`config.mk`:
```
export PLATFORM = sky130hd
export DESIGN_NAME = gf_reduce_seq
export DESIGN_NICKNAME = d
export VERILOG_FILES = /design/src/rtl/gf_pkg.sv /design/src/rtl/gf_reduce_step.sv /design/src/rtl/gf_reduce_seq.sv
export SDC_FILE = /design/constraint.sdc
export NUM_CORES = 1
export LEC_CHECK = 0
export CORE_MARGIN = 5
export CORE_UTILIZATION = 35
export DETAILED_ROUTE_END_ITERATION = 7
export SYNTH_ARGS = -nofsm -noshare
export SYNTH_HDL_FRONTEND = slang
export SYNTH_SLANG_ARGS = --single-unit
```
`constraint.sdc`:
```
create_clock -name clk -period 2.6 [get_ports clk]
set_input_delay 0.26 -clock clk [delete_from_list [all_inputs] [get_ports clk]]
set_output_delay 0.26 -clock clk [all_outputs]
set_load 0.02 [all_outputs]
```
`src/rtl/gf_pkg.sv`:
```
// gf_pkg: shared constants and FSM state type for the GF(2^8) sequential reducer.
package gf_pkg;

    localparam logic [7:0] GF_POLY_AES = 8'h1B;
    localparam int         GF_M        = 8;
    localparam int         GF_PROD_W   = 15;

    // Remainder bit index range walked by the reducer, top down.
    localparam logic [3:0] GF_K_TOP    = 4'd14;
    localparam logic [3:0] GF_K_BOT    = 4'd8;

    typedef enum logic [1:0] {
        IDLE   = 2'd0,
        REDUCE = 2'd1,
        DONE   = 2'd2
    } gf_state_t;

endpackage

```
`src/rtl/gf_reduce_step.sv`:
```
// gf_reduce_step: one conditional XOR step of polynomial reduction.
// If bit k of r is set (and k is a bit above the field degree), the shifted
// field polynomial is XORed in so that bit k is cleared; otherwise r passes.
module gf_reduce_step
    import gf_pkg::*;
(
    input  logic [GF_PROD_W-1:0] r,
    input  logic [3:0]           k,
    input  logic [GF_M-1:0]      poly,
    output logic [GF_PROD_W-1:0] r_next
);

    logic [GF_PROD_W-1:0] poly_shifted;
    logic                 hit;

    // Align {x^8 + poly} under bit k and clear that bit when it is set.
    always_comb begin
        poly_shifted = {{(GF_PROD_W-GF_M-1){1'b0}}, 1'b1, poly} << k[2:0];
        hit          = (k >= GF_K_BOT) && (k <= GF_K_TOP) && r[k];
        r_next       = hit ? (r ^ poly_shifted) : r;
    end

endmodule

```
`src/rtl/gf_reduce_seq.sv`:
```
// gf_reduce_seq: sequential reduction of a 15-bit carry-less product modulo
// x^8 + POLY, one bit per cycle from bit 14 down to bit 8.
// Optional macro GF_REDUCE_FAST_EN: two reduction bits per cycle (4-cycle
// REDUCE phase instead of 7); results are identical in both builds.
module gf_reduce_seq
    import gf_pkg::*;
#(
    parameter logic [7:0] POLY = GF_POLY_AES
)
(
    input  logic                 clk,
    input  logic                 rst_n,
    input  logic                 in_valid,
    output logic                 in_ready,
    input  logic [GF_PROD_W-1:0] in_prod,
    output logic                 out_valid,
    input  logic                 out_ready,
    output logic [GF_M-1:0]      out_res,
    output logic                 busy
);

    gf_state_t            state;
    gf_state_t            state_next;
    logic [GF_PROD_W-1:0] r;
    logic [GF_PROD_W-1:0] r_next;
    logic [3:0]           k;
    logic [3:0]           k_next;
    logic [GF_PROD_W-1:0] r_step;

`ifdef GF_REDUCE_FAST_EN
    localparam logic [3:0] K_STRIDE = 4'd2;

    logic [GF_PROD_W-1:0] r_mid;
    logic [GF_PROD_W-1:0] r_pair;
    logic [3:0]           k_lo;

    assign k_lo = k - 4'd1;

    gf_reduce_step u_step_hi (
        .r      (r),
        .k      (k),
        .poly   (POLY),
        .r_next (r_mid)
    );

    gf_reduce_step u_step_lo (
        .r      (r_mid),
        .k      (k_lo),
        .poly   (POLY),
        .r_next (r_pair)
    );

    // The last pair would reach below the field degree, so bit 8 goes alone.
    assign r_step = (k == GF_K_BOT) ? r_mid : r_pair;
`else
    localparam logic [3:0] K_STRIDE = 4'd1;

    gf_reduce_step u_step (
        .r      (r),
        .k      (k),
        .poly   (POLY),
        .r_next (r_step)
    );
`endif

    // State, remainder and bit index registers; reset discards any work in flight.
    always_ff @(posedge clk or negedge rst_n) begin
        if (!rst_n) begin
            state <= IDLE;
            r     <= '0;
            k     <= GF_K_TOP;
        end else begin
            state <= state_next;
            r     <= r_next;
            k     <= k_next;
        end
    end

    // Next-state and datapath update: load on accept, reduce until bit 8, hold in DONE.
    always_comb begin
        state_next = state;
        r_next     = r;
        k_next     = k;
        case (state)
            IDLE: begin
                if (in_valid) begin
                    r_next     = in_prod;
                    k_next     = GF_K_TOP;
                    state_next = REDUCE;
                end
            end
            REDUCE: begin
                r_next = r_step;
                k_next = k - K_STRIDE;
                if (k <= GF_K_BOT) begin
                    state_next = DONE;
                end
            end
            DONE: begin
                if (out_ready) begin
                    state_next = IDLE;
                end
            end
            default: begin
                state_next = IDLE;
            end
        endcase
    end

    // in_ready is gated by rst_n so nothing looks acceptable while reset is held.
    assign in_ready  = (state == IDLE) && rst_n;
    assign out_valid = (state == DONE);
    assign busy      = (state != IDLE);
    assign out_res   = r[GF_M-1:0];

endmodule

```
==> run_results.csv <==
group,metric,value,unit
routing,first_pass_iters,4,
floorplanning,die_area,6340,um^2
layout,area.sequential,529,um^2
run,drv_cap,0,
clocking,clk_pin_slew,0.08,ns
synthesis,syn_area,1700,um^2
layout,final_cell_mix,"clkdlybuf4s50_1 (29), a21oi_1 (19), dfrtp_1 (18)",
synthesis,ys_warn_count,0,
synthesis,synth_top_area_share,26.5,%
sta,tightest_slew,0.962,ns
clocking,hold_buffers,0,
sta,fmax,434,MHz
placed_design,dp_slack,0.327,ns
sta,fin_crit,2.31,ns
clocking,htree_levels,1,
routing,vias_per_cell,5.36,
routing,wl,3990,um
clocking,cts_buffers,3,
clocking,cts-root-buf,"clkbuf_8",
sta,fin_setup_tns,0,ns
sta,relSlewSlack,35.9,%
outcome,outcome,"completed",
layout,area_growth,18.4,%
sta,setup_viol,0,
routing,dr_total_vias,1425,
setup_path,critPathRequiredTime,2.80,ns
layout,layout-drive-gt1-share,12.6,%
global_route,antenna_found_initial,0,
power_and_ir_drop,leakage,0.784,nW
sta,fin_worst_skew,0.00109,ns
setup_path,critPathCaptureType,"register",
synthesis,synth_area_leaders,"dfrtp_1 (27%), mux2i_1 (5.9%), a21oi_1 (5.6%)",
power_and_ir_drop,vdd_drop_max,336,uV
floorplanning,die_w,79.6,um
routing,ant_nets,0,
setup_path,cp_max_fo,18,
synthesis,synth_edf_count,0,
placed_design,numPortBuffers,29,
layout,final_common_cell,"clkdlybuf4s50_1",
floorplanning,start_util,35.9,%
floorplanning,core,4720,um^2
sta,hold_violations,0,
setup_path,crit_arrival,2.50,ns
global_route,globalRouteOverflowTotal,0,
sta,rsz0062_at_grt,"no",
sta,period_share,88.7,%
sta,holdWs,0.407,ns
synthesis,synth_cells,185,
layout,finish.utilization,42.5,%
synthesis,syn_nets,210,
global_route,grt_first_pass_wirelength,6760,um
placed_design,dp_hpwl,2780,um
synthesis,yosys_most_used_dff,"dfrtp_1",
layout,multi_input_comb_area,985,um^2
sta,timing.final.ws_setup,0.294,ns
clocking,post_cts_buffers,0,
synthesis,synth_fa_ha_area_share,4.42,%
routing,drc,0,
setup_path,crit_type,"register to register",
setup_path,critPathLaunchType,"register",
synthesis,synth.largest_area_cell,"dfrtp_1",
synthesis,yosys-mux-area-fraction,11.2,%
synthesis,synth_xor_area_share,0,%
power_and_ir_drop,p_per_area,1330,nW/um^2
layout,layout.nets,225,
clocking,insertion_delay,0.27,ns
global_route,grt_max_degree,28,
routing,routedWlPerCell,15.0,um
layout,antenna-diode-count,0,
placed_design,gp_congestion,0.730,
floorplanning,rows,25,
synthesis,synth_compound_area_share,25.1,%
synthesis,ys_seq_area_share,31.2,%
sta,drv_slew,0,
floorplanning,die_y,79.6,um
layout,final.fill_count,483,
synthesis,yosys.area_share.simple,17.3,%
routing,first_iter_violations,76,
global_route,grt_pass1_vias,1326,
hold_path,hold_class,"input port to async pin",
clocking,clock_sinks,21,
synthesis,synth_top_family_by_area,"compound AO/OA/AOI/OAI gates",
clocking,tritoncts,"done",
clocking,cts_resized,0,
synthesis,ys_ff_latch,21,
synthesis,syn_avg_cell_area,9.17,um^2
global_route,grt_usage,13.5,%
clocking,clockBufferDepth,2,
floorplanning,io_pins,30,
synthesis,ys_async_sr_fraction,100,%
synthesis,synth_cell_type_count,44,
-- flip-flops by register name (all words and copies together), names as in the netlist --
| name | count |
|---|---|
| k | 4 |
| state | 2 |
| r | 15 |
-- final timing paths --
check / slack [ns] / cells past startpoint / startpoint / end
max in group asynchronous: 1.91 / 2 / rst_n / k[3]$_DFFE_PN1P_
worst min register to register: 0.53 / 1 / r[5]$_DFFE_PN0P_ / r[5]$_DFFE_PN0P_
worst max-delay path: 0.29 / 4 / k[0]$_DFFE_PN0P_ / r[1]$_DFFE_PN0P_
worst min-delay path: 0.41 / 2 / rst_n / r[4]$_DFFE_PN0P_
min in group clk: 0.53 / 1 / r[5]$_DFFE_PN0P_ / r[5]$_DFFE_PN0P_
worst max register to register: 0.29 / 4 / k[0]$_DFFE_PN0P_ / r[1]$_DFFE_PN0P_
-- power breakdown --
part	leakage, nW	internal [mW]	switching [mW]	total, mW
clock	0.0228	0.110	0.117	0.226
combinational	0.515	0.792	0.921	1.71
sequential	0.246	0.503	0.238	0.741
total	0.784	1.40	1.28	2.68
-- cells by family after synthesis --
family                   after synthesis
AO/OA/AOI/OAI                         58
AND/OR/NAND/NOR                       50
adder cells (fa/ha/maj)                6
flip-flops                            21
multiplexers                          16
buffers and inverters                 34
-- cell usage after synthesis, types with 2 or more instances --
| master | instances |
|---|---|
| nor2b_1 | 8 |
| dfstp_2 | 3 |
| or4_1 | 2 |
| nor2_1 | 4 |
| mux4_2 | 2 |
| a21oi_1 | 19 |
| buf_4 | 8 |
| o211ai_1 | 3 |
| o211ai_2 | 3 |
| mux2i_1 | 10 |
| o2bb2ai_1 | 5 |
| nand2b_1 | 8 |
| mux2_2 | 4 |
| a221oi_1 | 5 |
| a211oi_1 | 2 |
| o22ai_1 | 5 |
| dfrtp_1 | 18 |
| clkbuf_1 | 9 |
| buf_1 | 4 |
| nor3_1 | 8 |
| or2_2 | 2 |
| nand2_1 | 9 |
| nand3_1 | 3 |
| a221o_1 | 3 |
| inv_1 | 10 |
| ha_1 | 6 |
| o2111ai_1 | 2 |
| o21ai_0 | 4 |
-- worst max-delay path, stage by stage (launching register included) --
cell,delay [ns]
dfrtp_1,0.73
mux2i_1,0.17
mux4_2,0.67
or4b_1,0.58
o211ai_2,0.09
-- area by class of cell --
cell class              instances  share of cell area, %
multi-input cells             130                   49.0
flip-flops and latches         21                   26.4
repair buffers                 34                   16.3
well taps                      67                   4.17
clock buffers                   4                   2.24
inverters                      10                   1.87
-- metal layers --
metal / track usage, % / up-vias / share of wire, %
met5: 0 / - / 0
met3: 2.26 / 4 / 5.1
met1: 18.0 / 681 / 46
met4: 4.12 / 0 / 1.1
met2: 22.3 / 31 / 48
li1: - / 709 / -
-- metrics by stage --
step | area [um^2] | power, mW | std cells
final | 2010 | 2.68 | 266
after global routing | 2010 | 2.94 | 266
after CTS | 2010 | 2.71 | 266
after detailed placement | 1960 | 2.48 | 262
after global placement | 1960 | 2.46 | 262
after floorplan | 1700 | 2.13 | 185
Note: power is estimated with default switching activity, not from simulation.
==> edit 1 (same flow settings) <==
The option `GF_REDUCE_FAST_EN` is turned on by a define.
--- a/src/rtl/gf_reduce_seq.sv
+++ b/src/rtl/gf_reduce_seq.sv
@@ -4,2 +4,4 @@
 // REDUCE phase instead of 7); results are identical in both builds.
+`define GF_REDUCE_FAST_EN
+
 module gf_reduce_seq
Behaviour: not the same (Yosys sat finds a counterexample within 4 cycles, from zero or initial values and one cycle with rst_n low).
==> edit 1 against the unedited design <==
Sequential cell count decreased by 1. Critical path depth increased by 6. Design area increased by 4.5%. Via count increased by 0.42%. Total power increased by 25%. Synthesized area increased by 1.7%. Routed wire length increased by 4.4%. Non-clock buffer count increased by 5. Worst setup slack got worse by 0.12 ns. Critical path type unchanged. Highest routed layer unchanged.
==> edit 1: results (changes against the unedited design) <==
* Avg Inst Size Synth at 8.76 sq um (-4.5%)
* Total number of vias at 1,431 (+0.42%)
* Port Buffers at 29 (unchanged)
* Worst path slowest cell: dfstp_2
* Clk_skew at 0.00326 ns (+0.00217 ns)
* Clk. pwr at 215 uW (-5%)
* Leakage at 0.000881 uW (+12%)
* DRT iter0 DRCs at 49 (-36%)
* Filler cells at 510 (+5.6%)
* Power of the sequential group at 673 uW (-9.2%)
* Status: completed
* Syn Nets at 226 (+7.6%)
* Reg2reg end: r[5]$_DFFE_PN0P_
* M3 GR Usage at 3.25% (+0.99 points)
* First-pass GRT wire length at 7010 um (+3.8%)
* Placed insts at 283 (+8.0%)
* Hold WS at 0.380 ns (-0.0271 ns)
* Met1 WL at 1960 um (+7.3%)
* Met3 WL at 100 um (-51%)
* Final HPWL DP at 3070 um (+10%)
* Routed wire per std cell at 14.5 um (-3.2%)
* Routed wl met2 at 2050 um (+7.5%)
* Worst Reg-to-Reg Cells at 10 (+6)
* Final #Nets at 250 (+11%)
* Top cells by count, synth: nand2_1 (18), dfrtp_1 (17), nor2_1 (17)
* R2r setup slk at 0.17 ns (-0.12 ns)
* CP delay by family, top: simple AND/OR/NAND/NOR gates
* Peak supply drop at 0.474 mV (+41%)
* Register area share after synthesis at 29.2% (-2.0 points)
* CP startpoint: k[1]$_DFFE_PN1P_
* Post-DP Area at 2050 sq um (+4.5%)
* Ratio of cells with drive above 1 in the final layout at 18.2% (+5.6 points)
* P_int at 1740 uW (+24%)
* GR Util met2 at 24.1% (+1.8 points)
* Place WS at 0.162 ns (-0.165 ns)
* Regs by FF count: r x15, k x3, state x2
* WP data arrival at 2.61 ns (+0.11 ns)
* Via/cell ratio at 4.99 (-6.9%)
* Largest net degree at the start of global routing at 23 (-18%)
* Worst Max-Slew Pin Slew at 0.554 ns (-0.408 ns)
* Synth area leaders: dfrtp_1 (25%), ha_1 (7.3%), dfstp_2 (4.6%)
* Critical Path Max Stage Delay at 0.53 ns (-0.20 ns)
* Yosys cell types at 51 (+16%)
* CP Max Fanout at 4 (-14)
* Global Route Usage Sum at 13.8% (+0.24 points)
-- edit 1: changes by cell type after synthesis, sizes merged, moves of 5 or more --
| cell | delta |
|---|---|
| a21oi | -8 |
| nor2 | +14 |
| o21ai | +9 |
| nand2 | +9 |
| mux2 | +5 |
| xor2 | +6 |
| nand2b | -5 |
| nand3 | +7 |
| mux2i | -8 |
| a221oi | -5 |
| xnor2 | +9 |
-- edit 1: final cells by class --
type	instances	area, sq um	share of cell area (%)
inverter	8	30.0	1.43
timing repair buffer	39	365	17.4
multi-input combinational	149	1070	51.0
clock buffer	4	45.0	2.15
sequential	20	504	24.0
tap	67	83.8	4.00
-- edit 1: kinds of logic after synthesis --
group	Yosys count	synth area share (%)
buf+inv	28	9.06
xor+xnor	15	8.05
compound gates	47	19.4
mux	11	8.19
fa+ha+maj	10	7.25
simple gates	66	18.8
flops	20	29.2
==> edit 2 (same settings) <==
Without the edit above. Encoding of `gf_state_t`: now one-hot (3 bits for 3 states).
--- a/src/rtl/gf_pkg.sv
+++ b/src/rtl/gf_pkg.sv
@@ -11,6 +11,6 @@
 
-    typedef enum logic [1:0] {
-        IDLE   = 2'd0,
-        REDUCE = 2'd1,
-        DONE   = 2'd2
+    typedef enum logic [2:0] {
+        IDLE   = 3'b001,
+        REDUCE = 3'b010,
+        DONE   = 3'b100
     } gf_state_t;
Behaviour: same outputs for any inputs over 10 cycles, from zero or initial values and one cycle with rst_n low; not proved beyond that.
==> edit 2 against the unedited design <==
Clock power increased by 10%. Sequential share of layout area increased by 3.5 points. Routed wire length up 1.5%. Global-route usage up 0.92 points. Design area decreased by 7.4%. Total power decreased by 19%. Worst setup slack better by 0.036 ns. Sequential power fell by 1%. Synthesized area fell by 10%. Sequential cell count increased by 1. Non-clock buffer count is 2 lower. Largest cell class unchanged. Largest power group unchanged.
==> edit 2: results (changes against the unedited design) <==
* Status: completed
* DRT iter0 DRCs at 61 (-20%)
* Ratio of cells with drive above 1 in the final layout at 13.6% (+1.1 points)
* Initial antenna violation count at 0 (unchanged)
* Largest net degree at the start of global routing at 23 (-18%)
* Yosys cell types at 36 (-18%)
* Clock Path Buffers at 2 (unchanged)
* CP delay by family, top: flip-flops
* Clk_skew at 0.00499 ns (+0.00389 ns)
* Crit path launch type: register
* Port Buffers at 29 (unchanged)
* Post-CTS Setup Bufs at 0 (unchanged)
* Leakage at 0.000730 uW (-6.9%)
* Ys Warns at 0 (unchanged)
* Syn Nets at 181 (-14%)
* Final HPWL DP at 3000 um (+8.0%)
* Post-synth ARST share at 100% (unchanged)
* Latest clock arrival within the worst-skew pair at 0.26 ns
* Worst path slowest cell: dfstp_2
* Worst Max-Slew Pin Slew at 0.630 ns (-0.332 ns)
* CTS buffer count at 3 (unchanged)
* Final #Nets at 202 (-10%)
* Via/cell ratio at 5.71 (+6.6%)
* Ys flop type: dfrtp_1
* Hold WS at 0.446 ns (+0.0389 ns)
* Post-DP Area at 1810 sq um (-8.0%)
* Routed wire per std cell at 17.7 um (+18%)
* Gpl congestion at 0.891 (+22%)
* Synth area leaders: dfrtp_1 (30%), a311oi_1 (8.6%), dfstp_2 (6.9%)
* Antenna cells at 0 (unchanged)
* Hold Crit Class: in2async
* Peak supply drop at 0.309 mV (-8.0%)
* R2r setup slk at 0.37 ns (+0.08 ns)
* H-tree depth at 1 (unchanged)
* Global Route Usage Sum at 14.4% (+0.92 points)
* CP Max Fanout at 8 (-10)
* Clk slew on worst S/H paths at 0.08 ns (about the same)
* First-pass GRT wire length at 6970 um (+3.2%)
* Vias in the first global route at 1,434 (+8.1%)
* Post-CTS resize count at 0 (unchanged)
* Top cells by count, synth: dfrtp_1 (18), a311oi_1 (15), nor2_1 (13)
* Drt pass-1 iters at 4 (unchanged)
* Register area share after synthesis at 36.5% (+5.3 points)
* Filler cells at 410 (-15%)
* Regs by FF count: r x15, k x4, state x3
* Multi-input logic area at 853 sq um (-13%)
* Root buf cell: clkbuf_8
* Critical Path Max Stage Delay at 0.60 ns (-0.13 ns)
edit 2: final cells by class:
type,instances,area share [%]
clock buffers,4,2.96
inverters,5,1.01
multi-input cells,113,45.9
flip-flops and latches,22,29.9
well taps,52,3.50
repair buffers,32,16.8
edit 2: power by group:
group          switching [uW]  internal (uW)  leakage [uW]  total, uW
combinational             637            549      0.000448       1190
clock                     114            135     0.0000288        249
sequential                225            507      0.000253        732
edit 2: metal layers:
layer / vias to the layer above / global-route usage, % / share of wire, %
li1: 634 / - / -
met1: 631 / 19.5 / 46
met2: 29 / 22.4 / 48
met3: 8 / 2.25 / 3.1
met4: 0 / 6.94 / 2.4
met5: - / 0 / 0
edit 2: stage by stage:
stage / setup slack [ns] / cells / power, uW
6_report: 0.330 / 228 / 2170
5_1_grt: 0.178 / 228 / 2330
4_1_cts: 0.307 / 228 / 2170
3_5_place_dp: 0.407 / 224 / 1910
3_3_place_gp: 0.453 / 224 / 1870
2_1_floorplan: 0.660 / 156 / 1580
edit 2: kinds of logic after synthesis:
family,after synthesis,share of synthesized area [%]
AND/OR/NAND/NOR,49,17.2
buffers and inverters,21,7.74
flip-flops,22,36.5
AO/OA/AOI/OAI,45,23.0
multiplexers,13,10.6
adder cells (fa/ha/maj),6,4.94
edit 2: final timing paths:
check	endpoint	start	depth (start not counted)
min in group clk	r[1]$_DFFE_PN0P_	r[1]$_DFFE_PN0P_	1
max in group asynchronous	k[1]$_DFFE_PN1P_	rst_n	2
min reg2reg	r[1]$_DFFE_PN0P_	r[1]$_DFFE_PN0P_	1
max	in_ready	state[0]$_DFFE_PN1P_	3
max reg2reg	r[6]$_DFFE_PN0P_	k[0]$_DFFE_PN0P_	4
min	r[12]$_DFFE_PN0P_	rst_n	2
